File: config.mk
export PLATFORM = sky130hd
export DESIGN_NAME = regfile_wb_queue_flat
export DESIGN_NICKNAME = d
export VERILOG_FILES = /design/src/rtl/regfile_wb_queue_if.sv /design/src/rtl/regfile_wb_queue.sv /design/src/flat_wrapper.sv
export SDC_FILE = /design/constraint.sdc
export NUM_CORES = 1
export LEC_CHECK = 0
export ABC_AREA = 1
export CAP_MARGIN = 0
export CELL_PAD_IN_SITES_DETAIL_PLACEMENT = 0
export CELL_PAD_IN_SITES_GLOBAL_PLACEMENT = 1
export CORE_ASPECT_RATIO = 0.7
export CORE_MARGIN = 1.5
export CORE_UTILIZATION = 41
export DETAILED_ROUTE_END_ITERATION = 8
export GPL_TIMING_DRIVEN = 0
export PLACE_DENSITY_LB_ADDON = 0.12
export SLEW_MARGIN = 0
export SYNTH_ARGS = -nofsm -noshare
export SYNTH_HDL_FRONTEND = slang
export SYNTH_SLANG_ARGS = --single-unit
File: constraint.sdc
create_clock -name CLK -period 6 [get_ports CLK]
set_clock_uncertainty 0.1 [all_clocks]
set_input_delay 0.9 -clock CLK [delete_from_list [all_inputs] [get_ports CLK]]
set_output_delay 0.9 -clock CLK [all_outputs]
set_load 0.005 [all_outputs]
File: src/rtl/regfile_wb_queue_if.sv
// Producer request channels and register-file write port of the writeback queue.
// master: the side that issues requests and observes the write port.
// slave:  the queue itself.
interface regfile_wb_queue_if #(
   parameter int W_width = 32
);
   logic               alu_valid;
   logic [2:0]         alu_dest;
   logic [W_width-1:0] alu_data;
   logic               alu_ready;

   logic               ld_valid;
   logic [2:0]         ld_dest;
   logic [W_width-1:0] ld_data;
   logic               ld_ready;

   logic [2:0]         destReg;
   logic [W_width-1:0] writeData;
   logic               regWrite;

   modport master (
      output alu_valid, alu_dest, alu_data,
      input  alu_ready,
      output ld_valid, ld_dest, ld_data,
      input  ld_ready,
      input  destReg, writeData, regWrite
   );

   modport slave (
      input  alu_valid, alu_dest, alu_data,
      output alu_ready,
      input  ld_valid, ld_dest, ld_data,
      output ld_ready,
      output destReg, writeData, regWrite
   );
endinterface

File: src/rtl/regfile_wb_queue.sv
// Writeback queue in front of the 8-entry register file. The ALU and the load
// unit enqueue into an in-order circular FIFO; the head drains one entry per
// cycle onto the register-file write port. A per-register pending vector lets
// issue logic stall reads of registers that still have writes in flight.
module regfile_wb_queue #(
   parameter int W_width = 32,
   parameter int DEPTH   = 4
) (
   input  logic            CLK,
   input  logic            RST,
   input  logic            flush,
   regfile_wb_queue_if.slave q,
   output logic [7:0]      pending,
   output logic            full,
   output logic            empty
);
   localparam int PW = $clog2(DEPTH);
   localparam logic [PW:0] DEPTH_C = (PW+1)'(DEPTH);

   logic [2:0]         dest_q [DEPTH];
   logic [W_width-1:0] data_q [DEPTH];
   logic [PW-1:0]      rd_ptr;
   logic [PW-1:0]      wr_ptr;
   logic [PW-1:0]      alu_slot;
   logic [PW:0]        count;
   logic [PW:0]        free;
   logic               pop;
   logic               ld_acc;
   logic               alu_acc;
   logic               open;

   assign empty = (count == '0);
   assign full  = (count == DEPTH_C);
   assign pop   = !empty;

   // The head always drains this cycle, so its slot counts as free already.
   assign free  = DEPTH_C - count + {{PW{1'b0}}, pop};
   assign open  = !RST && !flush;

   // Load unit has priority; the ALU needs a second slot if the load also wants one.
   assign q.ld_ready  = open && (free >= (PW+1)'(1));
   assign q.alu_ready = open && ((free >= (PW+1)'(2)) ||
                                 ((free >= (PW+1)'(1)) && !q.ld_valid));

   assign ld_acc   = q.ld_valid  && q.ld_ready;
   assign alu_acc  = q.alu_valid && q.alu_ready;
   assign alu_slot = wr_ptr + PW'(ld_acc);

   // Head entry drives the register-file write port directly.
   assign q.regWrite  = pop;
   assign q.destReg   = pop ? dest_q[rd_ptr] : 3'd0;
   assign q.writeData = pop ? data_q[rd_ptr] : '0;

   // Pending scoreboard: one-hot OR of the destinations of all live entries.
   always_comb begin
      pending = '0;
      for (int i = 0; i < DEPTH; i++) begin
         if ({1'b0, PW'(i) - rd_ptr} < count) begin
            pending[dest_q[i]] = 1'b1;
         end
      end
   end

   // Pointer, count and entry storage update; reset beats flush beats enqueue.
   always_ff @(posedge CLK) begin
      if (RST) begin
         rd_ptr <= '0;
         wr_ptr <= '0;
         count  <= '0;
         for (int i = 0; i < DEPTH; i++) begin
            dest_q[i] <= 3'd0;
            data_q[i] <= '0;
         end
      end else if (flush) begin
         rd_ptr <= '0;
         wr_ptr <= '0;
         count  <= '0;
      end else begin
         if (ld_acc) begin
            dest_q[wr_ptr] <= q.ld_dest;
            data_q[wr_ptr] <= q.ld_data;
         end
         if (alu_acc) begin
            dest_q[alu_slot] <= q.alu_dest;
            data_q[alu_slot] <= q.alu_data;
         end
         rd_ptr <= rd_ptr + PW'(pop);
         wr_ptr <= wr_ptr + PW'(ld_acc) + PW'(alu_acc);
         count  <= count + (PW+1)'(ld_acc) + (PW+1)'(alu_acc) - (PW+1)'(pop);
      end
   end

   // The ready logic must keep occupancy within the FIFO depth.
   always_ff @(posedge CLK) begin
      if (!RST) begin
         assert (count <= DEPTH_C);
      end
   end
endmodule
File: src/flat_wrapper.sv
// flat-port wrapper written by rule: the top's interface ports become plain ports
module regfile_wb_queue_flat 
#(
   parameter int W_width = 32,
   parameter int DEPTH   = 4
)
  (CLK, RST, flush, pending, full, empty, q_alu_valid, q_alu_dest, q_alu_data, q_alu_ready, q_ld_valid, q_ld_dest, q_ld_data, q_ld_ready, q_destReg, q_writeData, q_regWrite);
  regfile_wb_queue_if #(.W_width(W_width)) q_i ();
  input  logic CLK;
  input  logic RST;
  input  logic flush;
  output logic [7:0] pending;
  output logic full;
  output logic empty;
  input wire logic [$bits(q_i.alu_valid)-1:0] q_alu_valid;
  input wire logic [$bits(q_i.alu_dest)-1:0] q_alu_dest;
  input wire logic [$bits(q_i.alu_data)-1:0] q_alu_data;
  output wire logic [$bits(q_i.alu_ready)-1:0] q_alu_ready;
  input wire logic [$bits(q_i.ld_valid)-1:0] q_ld_valid;
  input wire logic [$bits(q_i.ld_dest)-1:0] q_ld_dest;
  input wire logic [$bits(q_i.ld_data)-1:0] q_ld_data;
  output wire logic [$bits(q_i.ld_ready)-1:0] q_ld_ready;
  output wire logic [$bits(q_i.destReg)-1:0] q_destReg;
  output wire logic [$bits(q_i.writeData)-1:0] q_writeData;
  output wire logic [$bits(q_i.regWrite)-1:0] q_regWrite;
  assign q_i.alu_valid = q_alu_valid;
  assign q_i.alu_dest = q_alu_dest;
  assign q_i.alu_data = q_alu_data;
  assign q_alu_ready = q_i.alu_ready;
  assign q_i.ld_valid = q_ld_valid;
  assign q_i.ld_dest = q_ld_dest;
  assign q_i.ld_data = q_ld_data;
  assign q_ld_ready = q_i.ld_ready;
  assign q_destReg = q_i.destReg;
  assign q_writeData = q_i.writeData;
  assign q_regWrite = q_i.regWrite;
  regfile_wb_queue #(.W_width(W_width), .DEPTH(DEPTH)) u_core (.CLK(CLK), .RST(RST), .flush(flush), .q(q_i), .pending(pending), .full(full), .empty(empty));
endmodule
-- After elaboration in Yosys (flattened, before gate mapping)
Memory sizes are Yosys's and may differ from the RTL's. A register that Yosys moved wholly into a read port is not among the register bits.
Cells that the tools add are included.
- bitwise gates (word level): 3
- reductions and logical operators: 21
- add/subtract/negate cells: 12
- muxes and demuxes: 38
- $lt $le $gt $ge: 14
- eq/ne operators: 1
- operators with widths (operator ; count):
    $mux W32 ; 3
    $reduce_or A32 Y1 ; 2
    $mux W8 ; 4
    $or A8 B8 Y8 ; 3
    $mux W1 ; 18
    $lt A3 B4 Y1 const B ; 4
    $ge A3 B1 Y1 const B ; 5
    $demux W1 S3 ; 4
    $lt A2 B3 Y1 ; 4
    $mux W2 ; 6
    $logic_and A1 B1 Y1 ; 10
    $add A3 B1 Y3 ; 3
    $mux W3 ; 3
    $add A2 B1 Y2 ; 3
    $reduce_or A3 Y1 ; 2
    $logic_not A1 Y1 ; 4
    $sub A1 B2 Y2 const A ; 2
    $sub A2 B2 Y2 const A ; 2
    $eq A3 B3 Y1 const B ; 1
    $ge A3 B2 Y1 const B ; 1
    $logic_not A3 Y1 ; 1
    $sub A3 B1 Y3 ; 1
    $sub A3 B3 Y3 const A ; 1
    $reduce_or A2 Y1 ; 1
    $logic_or A1 B1 Y1 ; 1
- bits of input ports: 75
- memories: 2
- bits in writable memories: 140
- flip-flop bits (word level): 7
- output and inout port bits: 48
- word-level logic and storage cells: 94
- memories (name ; depth ; bits a word ; read ports ; clocked after Yosys merged registers in ; write ports ; line ; RTL):
    u_core.data_q ; 4 ; 32 ; 1 ; 1 ; 4 ; regfile_wb_queue.sv:21 ; logic [W_width-1:0] data_q [DEPTH];
    u_core.dest_q ; 4 ; 3 ; 5 ; 1 ; 4 ; regfile_wb_queue.sv:20 ; logic [2:0] dest_q [DEPTH];

-- Depth between registers and ports, before layout
Gate-level depths: netlist (run 1).
- depth after elaboration: 14
- depth in mapped cells: 22
- depth with buffers taken out: 19

-- Worst setup path before layout (run 1)
No wires, ideal clock.
- path type: register -> register
- start: reg u_core.count[0]
- end: mem u_core.data_q[1][0], enable pin
- path slack: 1.541 ns
- arrival time: 3.966 ns
- data required time: 5.507 ns
- setup time: 0.393 ns
- path buffers: 3
- clock period less this slack: 4.459 ns
- stages on the path, launching flop included: 17
- cells stage by stage: dfxtp_1 > nor3_2 > clkbuf_1 > ha_1 > inv_1 > ha_1 > nor2_1 > a21oi_2 > nand2_1 > buf_2 > inv_1 > ha_1 > clkinv_1 > nor2_1 > nand4_4 > clkbuf_1 > nand2_1
- RTL lines (item ; line ; RTL):
    start, declared ; regfile_wb_queue.sv:25 ; logic [PW:0] count;
    start signal, assigned ; regfile_wb_queue.sv:89 ; count <= count + (PW+1)'(ld_acc) + (PW+1)'(alu_acc) - (PW+1)'(pop);
    end, declared ; regfile_wb_queue.sv:21 ;

==> results.toml, run 1 <==
[floorplanning]
die_w_um = 177
die-height_um = 125
fp-row-count = 44
dieArea_um2 = 22100
fp.coreArea_um2 = 20800
num_io_pins = 123
start_util_pct = 41.9

[timing]
period_minus_slack_ns = 5.70
setup_viol = 0
whs_ns = 0.530
fin_crit_sh_pct = 95.0
setup_slack_ns = 0.300
max_freq_mhz = 175
max_slew.worst_pin.slew_ns = 0.952
rsz0062_at_grt = "false"
slew-limit-headroom_pct = 36.2
drv_slew = 0
hold_viol = 0

[logic_synthesis]
netlist_area_um2 = 8690
synth_area_leader_cell = "edfxtp_1"
synthMuxAreaShare_pct = 0
synth_top_family_by_area = "simple AND/OR/NAND/NOR gates"
synth-adder-area-share_pct = 1.90
synth_xor_area_share_pct = 0.101
synth_warnings = 0
synth_top_area_share_pct = 48.4
syn_inst = 1077
avgSynthCellArea_um2 = 8.07
synth_area_leaders = "edfxtp_1 48%, nand2_1 17%, nand3_1 14%"
syn_nets = 1164
seq_area_frac_synth_pct = 50.0
ys_types = 36
synthSimpleGateAreaFrac_pct = 36.9
synth_compound_area_share_pct = 4.07
ys_seq_elements = 147

[status]
status = "completed"

[finish]
finish.utilization_pct = 52.6
mostFrequentLayoutCells = "379 x nand2_1, 239 x nand3_1, 140 x edfxtp_1"
final_common_cell = "nand2_1"
multiInputGateArea_um2 = 3750
final-seq-area_um2 = 4340
nFillCells = 1966
syn_to_final_growth_pct = 25.5
diodes = 0
design_area_um2 = 10900
drive_gt1_share_pct = 7.30
nets = 1309

[placement]
port_buffers = 122
gp_congestion = 0.862
hpwl_um = 20000
pre_cts_slack_ns = 0.393
postPlaceCellArea_um2 = 10300

[detailed_routing]
first_pass_iters = 6
ant_nets = 0
initialDrtViolationCount = 966
drt-wirelength-per-cell_um = 19.8
vias = 8296
vias_per_cell = 5.50
wirelength_um = 29900
drc_errors = 0

[job]
maxCapViolations = 0

[worst_setup_path]
start_kind = "flop"
worstPathRequired_ns = 6.09
worstPathArrival_ns = 5.79
path_max_fanout = 21
worst-setup-path-type = "reg -> reg"
cp-end-kind = "flop"

[power_and_ir_drop]
ir_drop_mv = 0.212
leakagePower_nw = 4.60
powerDensity_nw_per_um2 = 317

[hold_path]
min_path_type = "reg -> reg"

[grt]
grtUsageMet3_pct = 4.33
grt_use_met1_pct = 39.8
grt-ovfl-total = 0
grt_pass1_wl_um = 45100
grt_max_degree = 27
grt.total_usage_pct = 27.5
grt_pass1_vias = 7714
use_met2_pct = 41.7
antenna_found_initial = 0
top_usage_layer = "met2"

[clock_tree]
cts.sinks = 147
clockBufferDepth = 2
cts_root_buffer = "clkbuf_16"
holdBufCountCts = 0
tritoncts = "done"
cts_buffers = 17
cts_resized = 0
htreeDepth = 4
cts.reportedPaths.clkPinSlew_ns = 0.06
clock_latency_ns = 0.43
postCtsSetupRepairBufs = 0
==> cell families after synthesis <==
kind of cell	count (synthesis)
flip-flops	147
AO/OA/AOI/OAI	44
adder cells (fa/ha/maj)	12
buffers and inverters	145
AND/OR/NAND/NOR	728
XOR/XNOR	1
==> worst max-delay path, cell delays in order (launching register included) <==
cell,delay [ns]
dfxtp_1,0.40
nor3_2,0.79
clkbuf_1,0.74
ha_1,0.27
inv_1,0.04
ha_1,0.28
nor2_1,0.19
a21oi_2,0.09
nand2_1,0.07
buf_2,0.30
inv_1,0.08
ha_1,0.21
inv_1,0.08
nand2_1,0.05
nand2_1,0.15
nor2_1,0.10
nand4_4,0.18
clkbuf_1,0.54
nand2_2,0.44
buf_12,0.31
==> where the power goes <==
group	internal (mW)	switching [mW]	total, mW
sequential	1.30	0.0654	1.37
combinational	0.384	0.655	1.04
clock	0.608	0.448	1.06
==> area by class of cell <==
| type | instances | share of cell area [%] |
|---|---|---|
| plain buffers | 69 | 3.00 |
| clock buffers | 18 | 3.93 |
| clock inverters | 12 | 1.24 |
| inverters | 76 | 2.61 |
| multi-input cells | 785 | 34.3 |
| flip-flops and latches | 147 | 39.8 |
| well taps | 276 | 3.16 |
| repair buffers | 126 | 11.9 |
==> metal layers <==
layer | part of all wire, % | routed length, µm | vias to the layer above
li1 | - | - | 3948
met1 | 46 | 13600 | 3857
met2 | 44 | 13100 | 438
met3 | 8.4 | 2500 | 53
met4 | 2.1 | 613 | 0
met5 | 0 | 0 | -
==> flip-flops by register name (all words and copies together) (netlist names) <==
signal / count
u_core.count: 3
u_core.wr_ptr: 2
u_core.dest_q: 12
u_core.data_q: 128
u_core.rd_ptr: 2
==> Yosys cell counts <==
cell type and number:
nand2_1 383, nand3_1 239, edfxtp_1 140, nor2_1 80, inv_1 68, clkbuf_1 34
a41oi_1 32, buf_2 25, ha_1 10, nand4_1 9, dfxtp_1 7, inv_2 7
o22ai_1 6, buf_1 5, buf_6 5, nand4_4 3, nor2_2 3, a21oi_1 2
fa_1 2, a21boi_0 1, a21oi_2 1, and3_1 1, clkinv_1 1, nand2_2 1
nand2_4 1, nand2_8 1, nand3_2 1, nand3_4 1, nand4_2 1, nor2_8 1
nor3_1 1, nor3_2 1, nor3_4 1, o21ai_0 1, o21ai_1 1, xnor2_1 1
==> path summary, 6_finish.rpt <==
| path | startpoint | to | slack [ns] | cells after the start |
|---|---|---|---|---|
| hold / removal | u_core.count[1] | u_core.count[2] | 0.53 | 3 |
| hold reg to reg | u_core.count[1] | u_core.count[2] | 0.53 | 3 |
| setup reg to reg | u_core.count[0] | u_core.data_q[0][1] | 0.30 | 19 |
| setup / recovery | u_core.count[0] | u_core.data_q[0][1] | 0.30 | 19 |
==> stage by stage <==
stage	std cells	TNS [ns]	total power, mW
global route	1509	0	3.60
detailed placement	1479	0	2.42
finish	1509	0	3.46
floorplan	1077	0	1.91
CTS	1509	0	3.45
global placement	1475	-55.48	2.40
Power figures use the tool's default switching activity.
==> inputs of run 2 (changes only) <==
--- a/config.mk
+++ b/config.mk
@@ -11,7 +11,7 @@
 export CELL_PAD_IN_SITES_GLOBAL_PLACEMENT = 1
 export CORE_ASPECT_RATIO = 0.7
 export CORE_MARGIN = 1.5
-export CORE_UTILIZATION = 41
+export CORE_UTILIZATION = 30
 export DETAILED_ROUTE_END_ITERATION = 8
 export GPL_TIMING_DRIVEN = 0
 export PLACE_DENSITY_LB_ADDON = 0.12
==> run 2 against run 1 <==
Non-clock buffer count is the same. First-iteration DRC count shrank 46%. Highest routed layer unchanged. Maximum frequency grew 0.66%. Register-to-register slack gained 0.04 ns. Flip-flop and latch count is the same. Sequential share of layout area shrank 0.46 points. Die area grew 36%. Worst setup slack gained 0.038 ns. Clock power is essentially flat. Routed wire length grew 10%.
==> results.toml, run 2 (synthesis gave the netlist of run 1 again) <==
[status]
status = "completed"

[floorplanning]
die-height_um = 145
dieArea_um2 = 30000
fp-row-count = 51
die_w_um = 206
fp.coreArea_um2 = 28100
start_util_pct = 30.9
num_io_pins = 123

[detailed_routing]
vias = 8016
initialDrtViolationCount = 518
drc_errors = 0
ant_nets = 0
vias_per_cell = 4.99
drt-wirelength-per-cell_um = 20.5
wirelength_um = 32900
first_pass_iters = 5

[clock_tree]
clock_latency_ns = 0.45
htreeDepth = 4
holdBufCountCts = 0
cts.reportedPaths.clkPinSlew_ns = 0.07
cts_root_buffer = "clkbuf_16"
clockBufferDepth = 2
tritoncts = "done"
cts_resized = 0
cts.sinks = 147
postCtsSetupRepairBufs = 0
cts_buffers = 17

[finish]
design_area_um2 = 11000
stdcell_count = 1606
final_common_cell = "nand2_1"
largest-register = "u_core.data_q"
diodes = 0
reg.largest.list = "u_core.data_q (128), u_core.dest_q (12), u_core.count (3)"
drive_gt1_share_pct = 7.37
finish.utilization_pct = 39.2
nFillCells = 2888
syn_to_final_growth_pct = 27.0
largest_register_ffs = 128
mostFrequentLayoutCells = "379 x nand2_1, 239 x nand3_1, 140 x edfxtp_1"
nets = 1309

[timing]
whs_ns = 0.533
setup_viol = 0
hold_viol = 0
max_freq_mhz = 177
drv_slew = 0
fin_crit_sh_pct = 94.4
period_minus_slack_ns = 5.66
max_slew.worst_pin.slew_ns = 0.962
rsz0062_at_grt = "false"
slew-limit-headroom_pct = 35.5

[grt]
grt-ovfl-total = 0
antenna_found_initial = 0
grt_max_degree = 26
grt_pass1_vias = 7707
grt_pass1_wl_um = 48800
grt.total_usage_pct = 22.2

[power_and_ir_drop]
finalPower_mw = 3.48
powerDensity_nw_per_um2 = 316
leakagePower_nw = 4.61
ir_drop_mv = 0.143

[worst_setup_path]
worst-setup-path-type = "reg -> reg"
crit_slowest_cell = "nor3_2"
slowest_delay_ns = 0.80
crit_family = "simple AND/OR/NAND/NOR gates"
crit_top_cell = "ha_1"
cp-end-kind = "flop"
cp_num_buf_inv = 7
worstPathRequired_ns = 6.04
start_kind = "flop"
worstPathArrival_ns = 5.70
crit_chain = "nor3_2 -> clkbuf_1 -> ha_1 -> inv_1 -> ha_1 -> nor2_1 -> a21oi_2 -> nand2_1 -> buf_2 -> inv_1 -> ha_1 -> clkinv_1 -> nor2_1 -> nand4_4 -> clkbuf_1 -> nand2_2 -> buf_12"
path_max_fanout = 20

[placement]
postPlaceCellArea_um2 = 10500
hpwl_um = 22800
port_buffers = 122
dp_cells = 1574
gp_congestion = 0.811

[hold_path]
min_path_type = "reg -> reg"

[job]
maxCapViolations = 0
-- run 2: cell types whose count changed in the layout (fill, tap and decap cells not counted), sizes merged --
cell / change
clkbuf: -1
clkinv: +5
clkinvlp: -1
inv: -1
-- run 2: cell type report --
cell class	count	area [µm²]	area share, %
repair buffers	126	1310	11.9
clock buffers	17	425	3.85
multi-input cells	785	3750	33.9
plain buffers	69	328	2.97
clock inverters	15	141	1.28
inverters	76	285	2.58
flip-flops and latches	147	4340	39.3
well taps	371	464	4.20
-- run 2: per-stage QoR --
stage | setup TNS [ns] | worst slack (ns)
finish | 0 | 0.337
global route | 0 | 0.00741
CTS | 0 | 0.278
detailed placement | 0 | 0.273
global placement | -60.53 | -0.524
floorplan | 0 | 1.54
-- run 2: metal layers --
layer | part of all wire [%] | vias to the layer above | GRT usage [%]
met5 | 0 | - | 0
met4 | 1.1 | 0 | 5.14
met3 | 6.6 | 34 | 3.96
met2 | 44 | 295 | 32.8
met1 | 49 | 3740 | 33.3
li1 | - | 3947 | -
-- run 2: final timing paths --
check	start	to	slack (ns)	depth (start not counted)
worst max-delay path	u_core.count[0]	u_core.data_q[1][19]	0.34	17
worst min-delay path	u_core.count[1]	u_core.count[2]	0.53	3
worst max register to register	u_core.count[0]	u_core.data_q[1][19]	0.34	17
worst min register to register	u_core.count[1]	u_core.count[2]	0.53	3
-- run 2: tightest hold or removal path: stages, from the launching register on --
cell and delay (ns):
dfxtp_1 0.33, nand2_1 0.08, and3_1 0.15, nor3_1 0.04
-- run 2: power by group --
part / total [mW] / internal (mW) / switching, mW
clock: 1.05 / 0.606 / 0.447
combinational: 1.06 / 0.387 / 0.674
sequential: 1.37 / 1.30 / 0.0679
total: 3.48 / 2.30 / 1.19
